## config.mk

```make
export PLATFORM = sky130hd
export DESIGN_NAME = uart_tx
export DESIGN_NICKNAME = d
export VERILOG_FILES = /design/src/rtl/uart_tx.sv
export SDC_FILE = /design/constraint.sdc
export NUM_CORES = 1
export LEC_CHECK = 0
export CORE_MARGIN = 5
export CORE_UTILIZATION = 45
export CTS_CLUSTER_SIZE = 16
export DETAILED_ROUTE_END_ITERATION = 16
export REMOVE_ABC_BUFFERS = 1
export SETUP_SLACK_MARGIN = 0.4
export SYNTH_ARGS = -nofsm -noshare
export SYNTH_HDL_FRONTEND = slang
export SYNTH_SLANG_ARGS = --single-unit
```

## constraint.sdc

```tcl
create_clock -name clk -period 2.57 [get_ports clk]
set_input_delay 0.514 -clock clk [delete_from_list [all_inputs] [get_ports clk]]
set_output_delay 0.514 -clock clk [all_outputs]
set_load 0.01 [all_outputs]
```

## src/rtl/uart_tx.sv

```systemverilog
// uart_tx: UART transmitter, 8 data bits LSB first, 1 stop bit, fed by a small byte FIFO.
// Frames are sent back-to-back with no idle gap while the FIFO holds data.
// Build option: define UART_TX_PARITY_EN to insert one even-parity bit after D7 (11-bit frame).
module uart_tx #(
    parameter int CLK_HZ       = 12000000,
    parameter int BAUD         = 115200,
    parameter int CLKS_PER_BIT = CLK_HZ / BAUD,
    parameter int FIFO_DEPTH   = 4
) (
    input  logic       clk,
    input  logic       rst_n,
    input  logic [7:0] tx_data,
    input  logic       tx_valid,
    output logic       tx_ready,
    output logic       tx,
    output logic       busy
);

    localparam int PW = $clog2(FIFO_DEPTH);
    localparam int CW = $clog2(CLKS_PER_BIT);
    localparam logic [CW-1:0] BIT_LAST   = CW'(CLKS_PER_BIT - 1);
    localparam logic [PW:0]   COUNT_FULL = (PW+1)'(FIFO_DEPTH);

`ifdef UART_TX_PARITY_EN
    typedef enum logic [2:0] {
        IDLE   = 3'd0,
        START  = 3'd1,
        DATA   = 3'd2,
        PARITY = 3'd3,
        STOP   = 3'd4
    } state_t;
`else
    typedef enum logic [2:0] {
        IDLE  = 3'd0,
        START = 3'd1,
        DATA  = 3'd2,
        STOP  = 3'd3
    } state_t;
`endif

    logic [7:0]    mem [FIFO_DEPTH];
    logic [PW-1:0] wr_ptr;
    logic [PW-1:0] rd_ptr;
    logic [PW:0]   count;
    logic [7:0]    head;
    logic          push;
    logic          pop;
    logic          bit_done;

    state_t        state;
    logic [CW-1:0] baud_cnt;
    logic [2:0]    bit_idx;
    logic [7:0]    shift;
`ifdef UART_TX_PARITY_EN
    logic          parity;
`endif

    // Readiness comes from the registered count only, so a same-cycle pop
    // never lets a push into a full FIFO.
    assign tx_ready = (count != COUNT_FULL);
    assign push     = tx_valid && tx_ready;
    assign head     = mem[rd_ptr];
    assign bit_done = (baud_cnt == BIT_LAST);
    assign busy     = (state != IDLE) || (count != '0);

    // Pop whenever the line is free to start a frame: from IDLE, or at the
    // very last cycle of the stop bit so the next start bit follows directly.
    always_comb begin
        pop = 1'b0;
        if (count != '0) begin
            if (state == IDLE)
                pop = 1'b1;
            else if (state == STOP && bit_done)
                pop = 1'b1;
        end
    end

    // FIFO storage; contents need no reset since count gates every read.
    always_ff @(posedge clk) begin
        if (push)
            mem[wr_ptr] <= tx_data;
    end

    // FIFO pointers and occupancy; push and pop together leave count unchanged.
    always_ff @(posedge clk or negedge rst_n) begin
        if (!rst_n) begin
            wr_ptr <= '0;
            rd_ptr <= '0;
            count  <= '0;
        end else begin
            if (push)
                wr_ptr <= wr_ptr + PW'(1);
            if (pop)
                rd_ptr <= rd_ptr + PW'(1);
            case ({push, pop})
                2'b10:   count <= count + (PW+1)'(1);
                2'b01:   count <= count - (PW+1)'(1);
                default: count <= count;
            endcase
        end
    end

    // Frame sequencer: baud timing, bit shifting and the registered tx line.
    always_ff @(posedge clk or negedge rst_n) begin
        if (!rst_n) begin
            state    <= IDLE;
            tx       <= 1'b1;
            baud_cnt <= '0;
            bit_idx  <= '0;
            shift    <= '0;
`ifdef UART_TX_PARITY_EN
            parity   <= 1'b0;
`endif
        end else begin
            baud_cnt <= bit_done ? '0 : baud_cnt + CW'(1);
            case (state)
                IDLE: begin
                    baud_cnt <= '0;
                    tx       <= 1'b1;
                    if (pop) begin
                        shift   <= head;
`ifdef UART_TX_PARITY_EN
                        parity  <= ^head;
`endif
                        bit_idx <= '0;
                        tx      <= 1'b0;
                        state   <= START;
                    end
                end
                START: begin
                    if (bit_done) begin
                        tx      <= shift[0];
                        bit_idx <= '0;
                        state   <= DATA;
                    end
                end
                DATA: begin
                    if (bit_done) begin
                        if (bit_idx == 3'd7) begin
`ifdef UART_TX_PARITY_EN
                            tx    <= parity;
                            state <= PARITY;
`else
                            tx    <= 1'b1;
                            state <= STOP;
`endif
                        end else begin
                            tx      <= shift[1];
                            shift   <= {1'b0, shift[7:1]};
                            bit_idx <= bit_idx + 3'd1;
                        end
                    end
                end
`ifdef UART_TX_PARITY_EN
                PARITY: begin
                    if (bit_done) begin
                        tx    <= 1'b1;
                        state <= STOP;
                    end
                end
`endif
                STOP: begin
                    if (bit_done) begin
                        if (pop) begin
                            shift   <= head;
`ifdef UART_TX_PARITY_EN
                            parity  <= ^head;
`endif
                            bit_idx <= '0;
                            tx      <= 1'b0;
                            state   <= START;
                        end else begin
                            tx    <= 1'b1;
                            state <= IDLE;
                        end
                    end
                end
                default: begin
                    tx    <= 1'b1;
                    state <= IDLE;
                end
            endcase
        end
    end

endmodule

```

==> reports/qor.txt <==
Outcome: completed
WL/cell: 16.75 µm
Final Core Density: 54.55%
Main combinational cell family by area after synthesis: multiplexers
Startpoint Class: flop
Hold Vio Cnt, Final: 0
First-pass GRT wire length: 8280 µm
Period utilization: 82.77%
Setup CP Type: flop to output pin
Layout cell share with drive strength beyond 1: 24.32%
Drt drc: 0
Die Wd: 88.96 µm
Mapped Cells: 192
Total congestion overflow: 0
Initial Utilization: 46.83%
Launching point of the worst reg2reg path: state[0]
CP Capture Type: output pin
Total CTS buffers: 9
Root Driver: clkbuf_8
Drt first pass iters: 4
Clock-pin transition on the worst setup and hold timing paths: 70 ps
Share of the synthesized area in the top cell type: 34.26%
Fin nets: 241
Yosys cell types: 46
Fin cells: 297
Number of diodes: 0
Worst-case reg-to-reg path depth: 6
RD Place Congestion: 0.8224
RSZ-0062 raised after global routing: true
Commonest cells in the netlist: edfxtp_1 (32), dfrtp_1 (27), inv_1 (21), ha_1 (12), nor2_1 (12)
Via density: 5.434
Multiplexer share of the synthesized area: 10.04%
Fill count: 516
Placement Rows: 28
Largest net degree at the start of global routing: 29
CP Capture Point: busy
Post-route cell area: 3268 µm²
Slew margin rel.: 66.73%
Design Power: 3.769 mW
Largest cells by area after synthesis: edfxtp_1 (34%), dfrtp_1 (24%), mux4_2 (5.6%)
Clk sinks: 60
Worst EP arrival: 1610 ps
Lkg Pwr: 1.319 nW
Synth Flop Type: edfxtp_1
Crit-path cells: inv_1 -> ha_2 -> nand3b_1 -> dlygate4sd2_1
Worst Max-Slew Pin Slew: 499.1 ps
Hold Slack: 457.3 ps
FF-to-FF setup slack: 460 ps
Initial drt markers: 113
Slowest CP cell: dfrtp_1
Synth Area in Adders: 6.066%
Xor and xnor area share after synthesis: 3.122%
CP max stage delay: 420 ps
Layout overhead on the synthesized area: 16.50%
Via Count: 1614
Max Slew Vio Count: 0
Avg Inst Size Synth: 14.61 µm²
DP Worst Slack: 156.8 ps
Critical path required time: 2060 ps
Synth Register Bits: 60
Top-count cell post-synth: edfxtp_1
Die H: 88.96 µm
Layout Skew: 6.484 ps
H-Tree Depth: 3
Port Buffers: 13
Ports: 14
Mapped cell area: 2805 µm²
CP max FO: 5
Skew-Pair Late Insertion Delay: 330 ps
HPWL Detailed: 3427 µm
CP startpoint: state[0]
ANT nets after route: 0
Cell Area, Placed: 3025 µm²
Vias in the first global route: 1688
Initial antenna violation count: 0
TNS Setup: 0 ps
Crit Reg-Reg Endpoint: shift[5]
Worst VDD drop: 0.6130 mV
Core region area: 5991 µm²
Final setup margin: 442.7 ps
Synth warn: 0
Post-synth EDFFs: 32
Finish-stage setup viols: 0
Hold Path Class: flop to flop
Dpl cells: 280
Die area: 7913 µm²
FMAX: 470.1 MHz
GRT Total Usage: 14.20%
Sequential area share after synthesis: 59.28%
Synth Area in Compound Gates: 8.430%
Max-cap viol count: 0
CTS Hold Buffers Added: 0
Min Tclk post-route: 2127 ps
Routed WL: 4976 µm
Simple-Gate Fraction of Synth Area: 8.787%
Power per cell area: 1153 nW/µm²
CTS tree: built
Cell accounting for the most synthesized area: edfxtp_1
Clock Tree Buf Depth: 2
Fraction of registers with async set/reset: 46.67%
cell usage in the layout (no fill, tap or decap), types with 2 or more instances in the layout:
cell type	n
mux2i_1	3
buf_4	6
a21oi_1	2
clkbuf_1	2
mux4_2	7
clkdlybuf4s50_1	11
nand2_1	7
clkinv_2	3
nand3_1	4
mux2_2	5
o21ai_0	4
nor2_1	10
and3_1	5
dfrtp_2	2
a222oi_1	6
ha_1	9
xor2_1	5
ha_2	3
nor3_2	2
and2_1	2
clkbuf_8	9
dfrtp_1	25
edfxtp_1	32
nor3b_1	2
xnor2_1	5
nor2_2	2
inv_1	21
worst min-delay path by stage:
stage                      from  depth (start not counted)  slack (ps)           to
floorplan                 rst_n                          0         220  baud_cnt[0]
global placement    baud_cnt[0]                          1         440  baud_cnt[0]
detailed placement  baud_cnt[0]                          1         450  baud_cnt[0]
CTS                 baud_cnt[0]                          1         460  baud_cnt[0]
global route        baud_cnt[0]                          1         500  baud_cnt[0]
finish              baud_cnt[0]                          1         460  baud_cnt[0]
sequential cells by signal, indices dropped and copies added (netlist names):
register / count
baud_cnt: 7
mem: 32
tx: 1
wr_ptr: 2
shift: 8
state: 2
bit_idx: 3
rd_ptr: 2
count: 3
per-layer routing:
layer / global-route usage, % / up-vias / share of wire (%)
li1: - / 755 / -
met2: 21.73 / 33 / 50
met1: 18.80 / 819 / 45
met4: 6.495 / 0 / 1.0
met3: 4.147 / 7 / 4.0
met5: 0 / - / 0
worst max-delay path, delay by kind of cell, from the launching register on:
kind                       cells  cell delay [ps]
DFF                            1              420
adders and majority gates      1              280
buffers and inverters          2              420
and+or+nand+nor                1              170
kinds of logic (layout without fill, tap and decap cells):
group | count (synthesis) | count (layout)
XOR/XNOR | 10 | 10
buffers and inverters | 26 | 56
flip-flops | 60 | 60
multiplexers | 17 | 17
AND/OR/NAND/NOR | 42 | 42
adder cells (fa/ha/maj) | 13 | 13
AO/OA/AOI/OAI | 24 | 24
where the power goes:
group	internal [mW]	total, mW	switching, mW	leakage [nW]
registers	1.30	1.51	0.203	0.623
logic	0.698	1.46	0.762	0.603
clock network	0.443	0.801	0.357	0.0931
total	2.45	3.77	1.32	1.32
final cells by class:
type                            count  area (µm²)  area share, %
Timing Repair Buffer               19       176.4          5.398
Inverter                           21       78.83          2.412
Clock inverter                      5       52.55          1.608
Multi-Input combinational cell    106        1070          32.73
Tap cell                           75       93.84          2.871
Clock buffer                       11       131.4          4.020
Sequential cell                    60        1665          50.96
what timing repair did:
action	in CTS	in global routing
buffers inserted	0	1
resized for setup	7	9
pin swaps	0	1
setup endpoints to repair	3	11
hold endpoints to repair	0	0
Power figures use the tool's default switching activity.
